[src/rtl/fetch_stage_pkg.sv]
// Shared types for the fetch front end:
// bus words, ibus bundles, decode-facing fetch register.
package fetch_stage_pkg;

   typedef logic [63:0] u64;
   typedef logic [31:0] u32;
   typedef u32          word_t;

   typedef struct packed {
      logic valid;
      u64   addr;
   } ibus_req_t;

   typedef struct packed {
      logic addr_ok;
      logic data_ok;
      u64   data;
   } ibus_resp_t;

   typedef struct packed {
      logic  valid;
      logic  bubble;
      u64    pc;
      word_t raw_instr;
      u64    iresp_data;
   } fetch_data_t;

   typedef enum logic [1:0] {
      REQ,
      HOLD,
      FLUSH
   } fetch_state_t;

   localparam fetch_data_t FETCH_BUBBLE = '{
      valid:      1'b0,
      bubble:     1'b1,
      pc:         '0,
      raw_instr:  '0,
      iresp_data: '0
   };

endpackage

[src/rtl/fetch_stage_instr_select.sv]
// Picks the 32-bit instruction half of a 64-bit beat
// and packs it into a ready-to-issue fetch record.
module fetch_stage_instr_select
   import fetch_stage_pkg::*;
(
   input  u64          pc_i,
   input  u64          beat_i,
   output fetch_data_t pkt_o
);

   word_t instr;

   assign instr = pc_i[2] ? beat_i[63:32] : beat_i[31:0];

   always_comb begin
      pkt_o            = '0;
      pkt_o.valid      = 1'b1;
      pkt_o.bubble     = 1'b0;
      pkt_o.pc         = pc_i;
      pkt_o.raw_instr  = instr;
      pkt_o.iresp_data = beat_i;
   end

endmodule

[src/rtl/fetch_stage.sv]
// PC owner and instruction-bus front end: one request
// in flight, stall holding buffer, redirect flushing.
module fetch_stage
   import fetch_stage_pkg::*;
#(
   parameter u64 RESET_PC = 64'h8000_0000
) (
   input  logic        clk,
   input  logic        reset,
   output logic        ireq_valid,
   output u64          ireq_addr,
   input  logic        iresp_addr_ok,
   input  logic        iresp_data_ok,
   input  u64          iresp_data,
   input  logic        stall,
   input  logic        redirect_valid,
   input  u64          redirect_pc,
   output fetch_data_t dataF,
   output u64          fetch_pc
);

   fetch_state_t state_q;
   u64           pc_q;
   u64           flush_addr_q;
   fetch_data_t  buf_q;
   fetch_data_t  dataf_q;

   u64           pc_inc;
   u64           redir_pc;
   fetch_data_t  pkt;
   logic         unused_addr_ok;

   assign unused_addr_ok = iresp_addr_ok;
   assign pc_inc         = pc_q + 64'd4;
   assign redir_pc       = {redirect_pc[63:2], 2'b00};

   fetch_stage_instr_select u_sel (
      .pc_i   (pc_q),
      .beat_i (iresp_data),
      .pkt_o  (pkt)
   );

   always_ff @(posedge clk or posedge reset) begin
      if (reset) begin
         state_q      <= REQ;
         pc_q         <= RESET_PC;
         flush_addr_q <= RESET_PC;
         buf_q        <= '0;
         dataf_q      <= FETCH_BUBBLE;
      end else begin
         unique case (state_q)
            REQ: begin
               if (redirect_valid) begin
                  pc_q           <= redir_pc;
                  dataf_q.valid  <= 1'b0;
                  dataf_q.bubble <= 1'b1;
                  // the in-flight beat must still drain
                  if (!iresp_data_ok) begin
                     state_q      <= FLUSH;
                     flush_addr_q <= pc_q;
                  end
               end else if (iresp_data_ok) begin
                  if (stall) begin
                     buf_q   <= pkt;
                     state_q <= HOLD;
                  end else begin
                     dataf_q <= pkt;
                     pc_q    <= pc_inc;
                  end
               end else if (!stall) begin
                  dataf_q.valid  <= 1'b0;
                  dataf_q.bubble <= 1'b1;
               end
            end
            HOLD: begin
               if (redirect_valid) begin
                  pc_q           <= redir_pc;
                  buf_q          <= '0;
                  dataf_q.valid  <= 1'b0;
                  dataf_q.bubble <= 1'b1;
                  state_q        <= REQ;
               end else if (!stall) begin
                  dataf_q <= buf_q;
                  pc_q    <= pc_inc;
                  state_q <= REQ;
               end
            end
            FLUSH: begin
               if (redirect_valid) begin
                  pc_q           <= redir_pc;
                  dataf_q.valid  <= 1'b0;
                  dataf_q.bubble <= 1'b1;
               end
               if (iresp_data_ok) begin
                  state_q <= REQ;
               end
            end
            default: state_q <= REQ;
         endcase
      end
   end

   assign ireq_valid = !reset && (state_q != HOLD);
   assign ireq_addr  = (state_q == FLUSH) ? flush_addr_q
                                          : pc_q;
   assign dataF      = dataf_q;
   assign fetch_pc   = pc_q;

endmodule

[config.mk]
export PLATFORM = sky130hd
export DESIGN_NAME = fetch_stage
export DESIGN_NICKNAME = d
export VERILOG_FILES = /design/src/rtl/fetch_stage_pkg.sv /design/src/rtl/fetch_stage_instr_select.sv /design/src/rtl/fetch_stage.sv
export SDC_FILE = /design/constraint.sdc
export NUM_CORES = 1
export LEC_CHECK = 0
export ABC_CLOCK_PERIOD_IN_PS = 16600
export CORE_MARGIN = 4
export CORE_UTILIZATION = 40
export CTS_BUF_LIST = sky130_fd_sc_hd__clkbuf_8
export CTS_CLUSTER_DIAMETER = 50
export DETAILED_ROUTE_END_ITERATION = 16
export GPL_TIMING_DRIVEN = 0
export PLACE_DENSITY = 0.66
export SLEW_MARGIN = 20
export SYNTH_ARGS = -nofsm -noshare
export SYNTH_HDL_FRONTEND = slang
export SYNTH_HIERARCHICAL = 1
export SYNTH_SLANG_ARGS = --single-unit
[constraint.sdc]
create_clock -name clk -period 16.6 [get_ports clk]
set_clock_uncertainty 0.2 [all_clocks]
set_input_delay 3.32 -clock clk [delete_from_list [all_inputs] [get_ports clk]]
set_output_delay 3.32 -clock clk [all_outputs]
set_load 0.005 [all_outputs]
==> run metrics <==
number of fill cells=5087; Final WS setup=8.59 ns; first-pass GRT wire length=roughly 120 mm; H-tree depth=3; gp weighted congestion=0.918; buffers and inverters on the worst path=2; switching share of power=0.376; adder-cell share of the synthesized area=0.00222; clk_lat worst skew=0.67 ns; Detail Route Antenna Nets=0; Critical Path Start Type=primary input; Compound-Gate Fraction of Synth Area=0.176; Gate power share=0.454; Num CTS Buffers=84; HPWL after DPL=59.3 mm; initial antenna violation count=3; Post-synth EDFFs=0; Synth cell types=just over 70; core box area=55400 um^2; vias per cell=about 5.3; Yosys reg bits=450; DR iter-0 viols=approximately 1400; Max Clk Rate=125 MHz; setup violators final=0; via count=19400; cells along the critical path=clkdlybuf4s50_1 -> nor2_1 -> clkdlybuf4s50_1; Synth Area in XOR/XNOR=0.000389; FP Rows=86; initial core utilization=0.406; fin crit share=0.482; hold violation count in the final report=0; mux cell area share after synthesis=0.0886; worst ir drop on vdd=0.0000992 V; Worst-path clk slew=roughly 0.050 ns; Power Density=199 nW/um^2; Post-Synthesis Cells=2314; max_slew headroom=0.272; clock share of power=0.191; P_sw=2.21 mW; crit end category=output port; post-synthesis area per instance=slightly below 10 um^2; crit-path leading delay family=buffers and inverters; vias in the first global route=between 15000 and 20000; CP max stage delay=0.51 ns; GRT overflow=0; area grow syn2layout=31.0%; drt pass-1 iters=5; Seq/Total Area, Yosys=0.501; FFs w/ async S/R, synth=1.00; Hold Slack=about 0.27 ns; TritonCTS Sinks=450; Mapped Area=22500 um^2; Simple-Gate Fraction of Synth Area=0.153; Total Die Area=60100 um^2; RSZ-0062 raised after global routing=false; WP data arrival=approximately 4.5 ns; type of the worst setup path=in -> out; status=finished, final reports clean; I/O pins=roughly 430; Pins Over Slew Limit=0; largest family of logic cells by synthesized area=compound AO/OA/AOI/OAI gates; TNS Setup=0 ns; drt drc=0; worst-path maximum fanout=2; CP required=13.08 ns; final WL=79.2 mm; Yosys warning count=6; post-CTS resize count=0; pin count of the biggest net entering global routing=110; Power Internal=3.66 mW; maximum root-to-sink buffer count=3; CTS tree=built; top_reg_cell synth=dfrtp_1; most common cell after layout, fill and taps aside=dfrtp_1; Die Y=245 um; die width=~250 um; # nets final=approximately 3000; CP max stage cell=clkdlybuf4s50_1; crit-path most repeated cell=clkdlybuf4s50_1; Pleak=12.8 nW; MaxCap Viol Count=0; pre-CTS setup slack=8.58 ns; drt wl/cell=roughly 22 um; pin slew with the least headroom to its limit=1.08 ns; crit path time final=between 8 and 9 ns; Final Cell Area=29500 um^2; min-delay worst type=reg -> reg; most frequent cells in the layout=dfrtp_1, clkdlybuf4s50_1, nand2_1; cts hold-fix bufs=0; total track usage=0.257; Seq pwr share=0.355; Post-DP Area=around 28000 um^2; fraction of layout cells with a size suffix above 1=0.150; clock root cell=clkbuf_8; Buffers on Ports=415; Post-CTS Repair Setup Buffers=0
==> registers in the layout, indices dropped and copies added (netlist names) <==
signal	count
fetch_pc	62
state_q	2
flush_addr_q	62
dataF	162
buf_q	162
==> worst register-to-register path, cell delays in order, from the launching register on <==
cell and delay (ns):
dfrtp_1 0.40, inv_1 0.15, ha_1 0.16, clkbuf_1 0.44, nor3_1 0.29, a31oi_1 0.44, clkbuf_1 0.69, clkbuf_1 0.66
clkbuf_1 0.56, o21ai_0 0.21
==> per-stage QoR <==
| stage | util | power (mW) | std cells |
|---|---|---|---|
| finish | 0.532 | 5.86 | 3632 |
| global route | 0.532 | 6.24 | 3631 |
| CTS | 0.532 | 5.90 | 3631 |
| detailed placement | 0.500 | 4.75 | 3486 |
| global placement | 0.498 | 4.68 | 3482 |
| floorplan | - | 3.31 | 2319 |
==> routing by layer <==
layer,GRT usage,part of all wire,vias to the layer above,routed length (um)
met5,0,0.00032,-,25
met4,0.0928,0.034,4,2670
met3,0.0563,0.072,161,5730
li1,-,-,8960,-
met2,0.419,0.47,746,37000
met1,0.339,0.43,9546,33800
==> synthesized netlist by cell type, types with 13 or more instances <==
master      n  area share
dfrtp_1   447        0.50
nand2_1   356       0.059
o21ai_0   351       0.078
clkbuf_1  152       0.025
nand2b_1  139       0.039
a21boi_0  138       0.046
buf_4     134       0.045
mux2_2    114       0.057
a21oi_1    66       0.015
nand3_1    50       0.011
nor2_1     50      0.0083
mux2_4     30       0.020
mux2i_1    26       0.012
a22o_1     24      0.0093
nand4_1    22      0.0061
nor3_1     18      0.0040
o22ai_1    18      0.0050
inv_1      13      0.0022
==> logic make-up (layout without fill, tap and decap cells) <==
logic type,count (synthesis),after routing
compound gates,660,660
xor+xnor,1,1
fa+ha+maj,4,4
buf+inv,320,884
flops,450,450
mux,170,170
other cells,3,9
simple gates,706,706
==> final timing paths <==
kind / start / endpoint / slack, ns / cells past startpoint
worst max-delay path: reset / ireq_valid / 8.59 / 3
worst min-delay path: buf_q[57]$_DFFE_PP0P_ / buf_q[57]$_DFFE_PP0P_ / 0.27 / 2
worst max register to register: state_q[1]$_DFFE_PP0P_ / buf_q[79]$_DFFE_PP0P_ / 12.23 / 9
worst min register to register: buf_q[57]$_DFFE_PP0P_ / buf_q[57]$_DFFE_PP0P_ / 0.27 / 2
max in group asynchronous: reset / buf_q[70]$_DFFE_PP0P_ / 11.86 / 4
min in group asynchronous: reset / dataF[98]$_DFFE_PP0P_ / 2.97 / 2
==> layout make-up <==
cell class / instances / area, um^2 / share of cell area
multi-input cells: 1549 / 9480 / 0.322
plain buffers: 307 / 1720 / 0.0584
inverters: 13 / 56.3 / 0.00191
clock inverters: 38 / 284 / 0.00963
well taps: 748 / 936 / 0.0317
clock buffers: 107 / 1470 / 0.0499
diodes: 1 / 2.50 / 0.0000849
flip-flops and latches: 450 / 11300 / 0.382
repair buffers: 419 / 4260 / 0.145
==> power by group through the flow <==
stage | registers [mW] | logic, mW | clock network, mW
finish | 2.08 | 2.66 | 1.12
CTS | 2.07 | 2.68 | 1.15
global placement | 2.07 | 2.61 | 0
global route | 2.14 | 2.91 | 1.20
detailed placement | 2.09 | 2.67 | 0
floorplan | 1.93 | 1.37 | 0
Power figures use the tool's default switching activity.
